**src/rtl/noc_pkg.sv**
```systemverilog
// noc_pkg
//   Shared definitions for the NoC router input stage:
//   - flit type codes carried in the two MSBs of every flit
//   - output port encodings used by the routing logic and crossbar
//   - route-compute FSM state encodings
//   - helpers locating the destination coordinate fields in a head flit
package noc_pkg;

  localparam int FLIT_TYPE_W = 2;
  localparam int PORT_W      = 3;

  typedef enum logic [FLIT_TYPE_W-1:0] {
    HEAD     = 2'b00,
    BODY     = 2'b01,
    TAIL     = 2'b10,
    HEADTAIL = 2'b11
  } flit_type_e;

  typedef enum logic [PORT_W-1:0] {
    LOCAL = 3'd0,
    NORTH = 3'd1,
    SOUTH = 3'd2,
    EAST  = 3'd3,
    WEST  = 3'd4
  } port_e;

  typedef enum logic [1:0] {
    IDLE   = 2'd0,
    REQ    = 2'd1,
    ACTIVE = 2'd2
  } state_e;

  // dest_y sits in the lowest COORD_W bits, dest_x directly above it.
  function automatic int dest_x_lsb(input int coord_w);
    return coord_w;
  endfunction

  function automatic int dest_y_lsb();
    return 0;
  endfunction

  // A flit that opens a packet (carries routing info).
  function automatic logic is_head_type(input flit_type_e t);
    return (t == HEAD) || (t == HEADTAIL);
  endfunction

  // A flit that closes a packet.
  function automatic logic is_last_type(input flit_type_e t);
    return (t == TAIL) || (t == HEADTAIL);
  endfunction

endpackage

```
**src/rtl/xy_routing.sv**
```systemverilog
// xy_routing
//   Purely combinational dimension-ordered (X first, then Y) routing.
//   Kept standalone so the lookahead routing stage can reuse it.
// Parameters:
//   COORD_W      width of one mesh coordinate
//   CUR_X/CUR_Y  coordinates of the router doing the routing
// Ports:
//   dest_x, dest_y  destination coordinates (unsigned)
//   port            selected output port (noc_pkg::port_e encoding)
module xy_routing
  import noc_pkg::*;
#(
  parameter int COORD_W = 2,
  parameter int CUR_X   = 0,
  parameter int CUR_Y   = 0
) (
  input  logic [COORD_W-1:0] dest_x,
  input  logic [COORD_W-1:0] dest_y,
  output logic [PORT_W-1:0]  port
);

  localparam logic [COORD_W-1:0] HERE_X = COORD_W'(CUR_X);
  localparam logic [COORD_W-1:0] HERE_Y = COORD_W'(CUR_Y);

  // X is resolved completely before Y, which keeps XY routing deadlock-free.
  always_comb begin
    port = LOCAL;
    if (dest_x > HERE_X) begin
      port = EAST;
    end else if (dest_x < HERE_X) begin
      port = WEST;
    end else if (dest_y > HERE_Y) begin
      port = NORTH;
    end else if (dest_y < HERE_Y) begin
      port = SOUTH;
    end
  end

endmodule

```
**src/rtl/route_compute_unit.sv**
```systemverilog
// route_compute_unit
//   Input-port stage behind the per-port flit buffer. Decodes each head
//   flit, computes its XY output port, requests the switch allocator and,
//   once granted, streams the packet to the crossbar up to its tail.
// Parameters:
//   FLIT_SIZE    flit width; two MSBs hold the flit type
//   COORD_W      width of one mesh coordinate
//   CUR_X/CUR_Y  coordinates of this router
// Ports:
//   clk, rst           clock, asynchronous active-low reset
//   data_i, empty_i    buffer head flit and buffer empty flag
//   read_o             pops the buffer head this cycle
//   req_o, out_port_o  switch-allocation request and requested port
//   grant_i            allocator grant (only looked at while requesting)
//   flit_o, flit_valid_o, ready_i  crossbar flit, valid and accept
//   error_o            one-cycle pulse per orphan flit dropped while idle
module route_compute_unit
  import noc_pkg::*;
#(
  parameter int FLIT_SIZE = 32,
  parameter int COORD_W   = 2,
  parameter int CUR_X     = 0,
  parameter int CUR_Y     = 0
) (
  input  logic                 clk,
  input  logic                 rst,
  input  logic [FLIT_SIZE-1:0] data_i,
  input  logic                 empty_i,
  output logic                 read_o,
  output logic                 req_o,
  output logic [PORT_W-1:0]    out_port_o,
  input  logic                 grant_i,
  output logic [FLIT_SIZE-1:0] flit_o,
  output logic                 flit_valid_o,
  input  logic                 ready_i,
  output logic                 error_o
);

  localparam int DX_LSB = dest_x_lsb(COORD_W);
  localparam int DY_LSB = dest_y_lsb();

  state_e             state;
  flit_type_e         flit_type;
  logic               head_flit;
  logic               last_flit;
  logic [COORD_W-1:0] dest_x;
  logic [COORD_W-1:0] dest_y;
  logic [PORT_W-1:0]  route;

  assign flit_type = flit_type_e'(data_i[FLIT_SIZE-1 -: FLIT_TYPE_W]);
  assign head_flit = is_head_type(flit_type);
  assign last_flit = is_last_type(flit_type);
  assign dest_x    = data_i[DX_LSB +: COORD_W];
  assign dest_y    = data_i[DY_LSB +: COORD_W];

  xy_routing #(
    .COORD_W (COORD_W),
    .CUR_X   (CUR_X),
    .CUR_Y   (CUR_Y)
  ) u_xy_routing (
    .dest_x (dest_x),
    .dest_y (dest_y),
    .port   (route)
  );

  // The crossbar sees the buffer head directly; no extra pipeline stage.
  assign flit_o       = data_i;
  assign req_o        = (state != IDLE);
  assign flit_valid_o = (state == ACTIVE) && !empty_i;

  // Pops happen either to forward a granted packet or to discard an orphan
  // body/tail seen while idle. Gated by rst so no pop is issued while reset
  // is held, even though the idle drop condition may be true then.
  always_comb begin
    read_o = 1'b0;
    if (rst) begin
      case (state)
        IDLE:    read_o = !empty_i && !head_flit;
        ACTIVE:  read_o = !empty_i && ready_i;
        default: read_o = 1'b0;
      endcase
    end
  end

  // The head is left in the buffer while requesting; it is the first flit
  // popped once ACTIVE, so the packet leaves the buffer intact and in order.
  always_ff @(posedge clk or negedge rst) begin
    if (!rst) begin
      state      <= IDLE;
      out_port_o <= '0;
      error_o    <= 1'b0;
    end else begin
      error_o <= 1'b0;
      case (state)
        IDLE: begin
          if (!empty_i) begin
            if (head_flit) begin
              out_port_o <= route;
              state      <= REQ;
            end else begin
              error_o <= 1'b1;
            end
          end
        end
        REQ: begin
          if (grant_i) begin
            state <= ACTIVE;
          end
        end
        ACTIVE: begin
          if (read_o && last_flit) begin
            state <= IDLE;
          end
        end
        default: state <= IDLE;
      endcase
    end
  end

endmodule

```
**config.mk**
```make
export PLATFORM = sky130hd
export DESIGN_NAME = route_compute_unit
export DESIGN_NICKNAME = d
export VERILOG_FILES = /design/src/rtl/noc_pkg.sv /design/src/rtl/xy_routing.sv /design/src/rtl/route_compute_unit.sv
export SDC_FILE = /design/constraint.sdc
export NUM_CORES = 1
export LEC_CHECK = 0
export CAP_MARGIN = 20
export CORE_MARGIN = 1
export CORE_UTILIZATION = 22
export DETAILED_ROUTE_END_ITERATION = 10
export MAX_ROUTING_LAYER = met4
export PLACE_DENSITY_LB_ADDON = 0.1
export SLEW_MARGIN = 20
export SYNTH_ARGS = -nofsm -noshare
export SYNTH_HDL_FRONTEND = slang
export SYNTH_SLANG_ARGS = --single-unit
```
**constraint.sdc**
```tcl
create_clock -name clk -period 1.25 [get_ports clk]
set_clock_uncertainty 0.05 [all_clocks]
set_input_delay 0.125 -clock clk [delete_from_list [all_inputs] [get_ports clk]]
set_output_delay 0.125 -clock clk [all_outputs]
set_load 0.005 [all_outputs]
```
==> results.json, run 1 <==
{
  "fin_util_pct": 31.50,
  "io_buffer_count": 22,
  "ys_ff_latch": 5,
  "post-synth-top-area-cell": "buf_4",
  "routabilityCongestion": 0.6981,
  "cts_sinks": 5,
  "fin_area_um2": 773.2,
  "maxCapViolations": 0,
  "cts_buffers": 3,
  "synth-main-ff-cell": "dfrtp_1",
  "dr.pass1.iters": 1,
  "ir_drop_mv": 0.4770,
  "synth.yosys.seq_area_share_pct": 22.12,
  "syn_to_final_growth_pct": 36.73,
  "drt_iter0_drc": 0,
  "start_kind": "register",
  "async_flop_share_pct": 100.0,
  "synthTopCellsByCount": "33 x buf_4, 5 x dfrtp_1, 3 x inv_1",
  "vias": 401,
  "critPathCaptureType": "output pin",
  "post_drt_wl_per_cell_um": 10.65,
  "cts_root_buf": "clkbuf_4",
  "grt_max_degree": 7,
  "cp_top_family": "flip-flops",
  "grt_pass1_vias": 401,
  "cp.arrival_ns": 1.29,
  "power.density_nw_per_um2": 1453,
  "syn_area_um2": 565.5,
  "drive_above_1_share_pct": 45.83,
  "path_max_fanout": 2,
  "synth_top_area_share_pct": 43.81,
  "finalWorstSetupSlack_ns": -0.2156,
  "rows": 18,
  "overflow": 0,
  "die_y_um": 52.70,
  "nets": 112,
  "layout_min_cycle_time_ns": 1.466,
  "insertion_delay_ns": 0.24,
  "synth_cells": 62,
  "leakagePower_uw": 0.0003656,
  "io_pins": 76,
  "place_area_um2": 679.4,
  "fp.dieW_um": 52.70,
  "maxSlewViolCount": 0,
  "synth_fp_nets": 101,
  "post-synth-top-count-cell": "buf_4",
  "cpPeakStageDelay_ns": 0.38,
  "grt_first_pass_wirelength_um": 1656,
  "avgSynthCellArea_um2": 9.122,
  "worstPathRequired_ns": 1.08,
  "critPathSlowestCell": "dfrtp_1",
  "synth_area_leaders": "buf_4 44%, dfrtp_1 22%, ha_1 4.4%, nor4b_4 4.2%, a2111oi_2 2.7%",
  "outcome": "finished, violations left",
  "core_um2": 2455,
  "rsz0062_at_grt": "true",
  "start_util_pct": 23.04,
  "wirelength_um": 1086,
  "finalSetupViolations": 6,
  "vias_per_cell": 3.931,
  "final_hold_viol_count": 0,
  "clk_pin_slew_ns": 0.05,
  "ant_nets": 0,
  "yosysUniqueCellTypes": 20,
  "hpwl_um": 829.5,
  "grt_util_all_layers_pct": 8.834,
  "critical_path_class": "register to output pin",
  "yosysWarnings": 0,
  "timing.fmax_ghz": 0.6823,
  "violations": "negative setup slack",
  "crit_chain": "or2_1 > a2111oi_2 > buf_2",
  "cp_num_buf_inv": 1,
  "dieArea_um2": 2777,
  "period_share_pct": 117.3,
  "clockBufferDepth": 2,
  "synth_edf_count": 0,
  "n_antenna_cell": 0,
  "htree_levels": 1,
  "min_path_type": "input port to async pin",
  "antenna_found_initial": 0,
  "drc": 0,
  "cts_tree": "yes"
}
## registers in the layout (all words and copies together), names as in the netlist
register / count
state: 2
error_o: 1
out_port_o: 2
## worst paths after layout
path                               start       endpoint  slack, ns  cells past startpoint
max                             state[1]         read_o      -0.22                      3
min                                  rst  out_port_o[0]       0.14                      2
max reg2reg                     state[1]  out_port_o[0]      -0.16                      4
min reg2reg                out_port_o[1]  out_port_o[1]       0.47                      2
max in group asynchronous            rst       state[0]       0.88                      2
min in group clk              data_i[13]     flit_o[13]       0.20                      0
## through the flow
stage                     hold slack [ns]  setup TNS (ns)  setup WS, ns  instances  total power, µW
after floorplan                   -0.2206               0      0.006259         62            529.1
after CTS                          0.1302         -0.8007       -0.2500        101             1123
after detailed placement           0.2000          -3.775        -1.003         93            797.5
after global routing               0.1626          -1.010       -0.2930        102             1202
final                              0.1402         -0.6857       -0.2156        102             1124
after global placement             0.2000          -3.839        -1.004         93            805.8
## placed cells by master, fill, tap and decap left out, types with 2 or more instances in the layout
cell             Yosys  layout
clkbuf_4             0       3
buf_4               33      13
buf_6                0       4
dlygate4sd2_1        0       6
nor2_1               2       2
clkdlybuf4s50_1      0      10
dfrtp_1              5       4
buf_2                0       2
inv_1                3       3
## per-layer routing
layer	vias to the layer above	share of wire [%]	wire, µm	GRT usage (%)
li1	189	-	-	-
met1	175	38	418	8.576
met2	31	48	519	12.66
met3	6	12	129	4.638
met4	0	1.6	17	7.895
met5	-	0	0	-
## report_power, final
group	leakage, µW	internal [µW]	switching, µW
Sequential	0.0000573	220	35.2
Combinational	0.000293	448	227
Clock	0.0000150	121	72.7
## logic make-up after synthesis
kind of cell             share of synthesized area, %
buffers and inverters                           45.80
flip-flops                                      22.12
AO/OA/AOI/OAI                                   4.203
multiplexers                                    4.424
AND/OR/NAND/NOR                                 18.36
other                                          0.6631
adder cells (fa/ha/maj)                         4.424
## layout make-up
class,instances,area (µm²)
sequential,5,126.4
inverter,3,11.26
clock buffer,4,26.28
fill,269,1682
tap,30,37.54
multi-input combinational,21,212.7
timing repair buffer,39,359.1
## what timing repair did
| action | CTS | global route |
|---|---|---|
| hold buffers | 0 | 0 |
| pin swaps | 4 | 1 |
| resized for setup | 30 | 3 |
| endpoints found under the setup margin | 15 | 8 |
| setup buffers | 4 | 1 |
Power figures use the tool's default switching activity.
==> run 2: changes to the inputs <==
Settings changed: GPL_TIMING_DRIVEN from default to 0.
==> results.json, run 2 (same netlist as run 1, synthesis figures left out) <==
{
  "outcome": "finished, violations left",
  "violations": "negative setup slack",
  "hpwl_um": 1091,
  "min_path_type": "input port to async pin",
  "finalSetupViolations": 6,
  "ir_drop_mv": 0.5250,
  "wirelength_um": 1429,
  "timing.fmax_ghz": 0.6517,
  "drt_iter0_drc": 2,
  "finalWorstSetupSlack_ns": -0.2845,
  "io_buffer_count": 48,
  "core_um2": 2455,
  "path_max_fanout": 4,
  "drc": 0,
  "final_hold_viol_count": 0,
  "vias": 591,
  "dr.pass1.iters": 4,
  "dieArea_um2": 2777,
  "cts_tree": "yes",
  "rows": 18,
  "start_kind": "register",
  "insertion_delay_ns": 0.26,
  "crit_chain": "or2_1 > a2111oi_2 > buf_2",
  "cp_num_buf_inv": 1,
  "power.density_nw_per_um2": 1010,
  "overflow": 0,
  "ant_nets": 0,
  "routabilityCongestion": 0.6227,
  "cts_sinks": 5,
  "period_share_pct": 122.8,
  "cp.arrival_ns": 1.36,
  "critPathSlowestCell": "dfrtp_2",
  "cp_top_family": "flip-flops",
  "start_util_pct": 23.04,
  "critPathCaptureType": "output pin",
  "post_drt_wl_per_cell_um": 9.464,
  "grt_util_all_layers_pct": 10.93,
  "final_common_cell": "buf_4",
  "io_pins": 76,
  "mostFrequentLayoutCells": "40 x buf_4, 35 x clkdlybuf4s50_1, 8 x dlygate4sd2_1",
  "reg_top3": "out_port_o x2, state x2, error_o x1",
  "grt_pass1_vias": 542,
  "cpPeakStageDelay_ns": 0.42,
  "vias_per_cell": 3.914,
  "rsz0062_at_grt": "true",
  "grt_max_degree": 8,
  "syn_to_final_growth_pct": 106.9,
  "maxCapViolations": 0,
  "total_power_uw": 1182,
  "n_antenna_cell": 0,
  "grt_first_pass_wirelength_um": 2070,
  "cts_buffers": 3,
  "maxSlewViolCount": 0,
  "leakagePower_uw": 0.0005678,
  "layout_min_cycle_time_ns": 1.535,
  "worstPathRequired_ns": 1.08,
  "finalSetupTns_ns": -0.8741,
  "clk_pin_slew_ns": 0.06,
  "fp.dieW_um": 52.70,
  "clockBufferDepth": 2,
  "die_y_um": 52.70,
  "drive_above_1_share_pct": 47.11,
  "nets": 161,
  "critical_path_class": "register to output pin",
  "antenna_found_initial": 0,
  "htree_levels": 1,
  "cts_root_buf": "clkbuf_4"
}
==> run 2: layout make-up <==
class	count	area, µm²
Inverter	3	11.26
Multi-Input combinational cell	21	201.4
Timing Repair Buffer	55	518.0
Tap cell	30	37.54
Buffer	33	247.7
Clock buffer	4	26.28
Fill cell	246	1285
Sequential cell	5	127.6
==> run 2: timing repair <==
item / CTS / global route
gates resized for setup: 29 / 1
pin swaps: 3 / 1
setup buffers: 7 / 0
setup endpoints to repair: 14 / 7
hold buffers: 0 / 0
==> run 2: worst paths after layout <==
check | slack [ns] | endpoint | startpoint | depth (start not counted)
worst max-delay path | -0.28 | read_o | state[1] | 3
worst min-delay path | 0.06 | out_port_o[1] | rst | 1
worst max register to register | -0.18 | out_port_o[0] | state[1] | 4
worst min register to register | 0.47 | out_port_o[0] | out_port_o[0] | 1
max in group asynchronous | 0.83 | state[0] | rst | 1
min in group clk | 0.26 | out_port_o[1] | data_i[2] | 3
==> run 2: layer usage <==
layer	share of wire (%)	global-route usage (%)	wire length, µm	vias up
li1	-	-	-	284
met1	37	10.48	531	252
met2	49	17.93	698	48
met3	9.3	3.188	133	7
met4	4.5	9.211	65	0
met5	0	-	0	-
==> run 2: through the flow <==
stage          worst slack, ns  cells  hold WS, ns  util (%)  cell area (µm²)
2_1_floorplan         0.006259     62      -0.2206         -            566.8
5_1_grt                -0.3486    151      0.08451     47.66             1170
4_1_cts                -0.2728    151      0.08210     47.55             1167
3_3_place_gp            -1.066    140       0.3413     44.19             1085
6_report               -0.2845    151      0.05979     47.66             1170
3_5_place_dp            -1.082    140       0.3470     44.19             1085
==> run 2: power by group <==
part | internal, µW | switching (µW)
sequential | 223 | 45.4
clock | 122 | 86.0
combinational | 474 | 231
total | 819 | 362
==> run 3: changes to the inputs <==
Settings changed: CTS_CLUSTER_DIAMETER from default to 60.
==> results of run 3 <==
No change in the layout: final DEF, timing and power equal those of run 2.
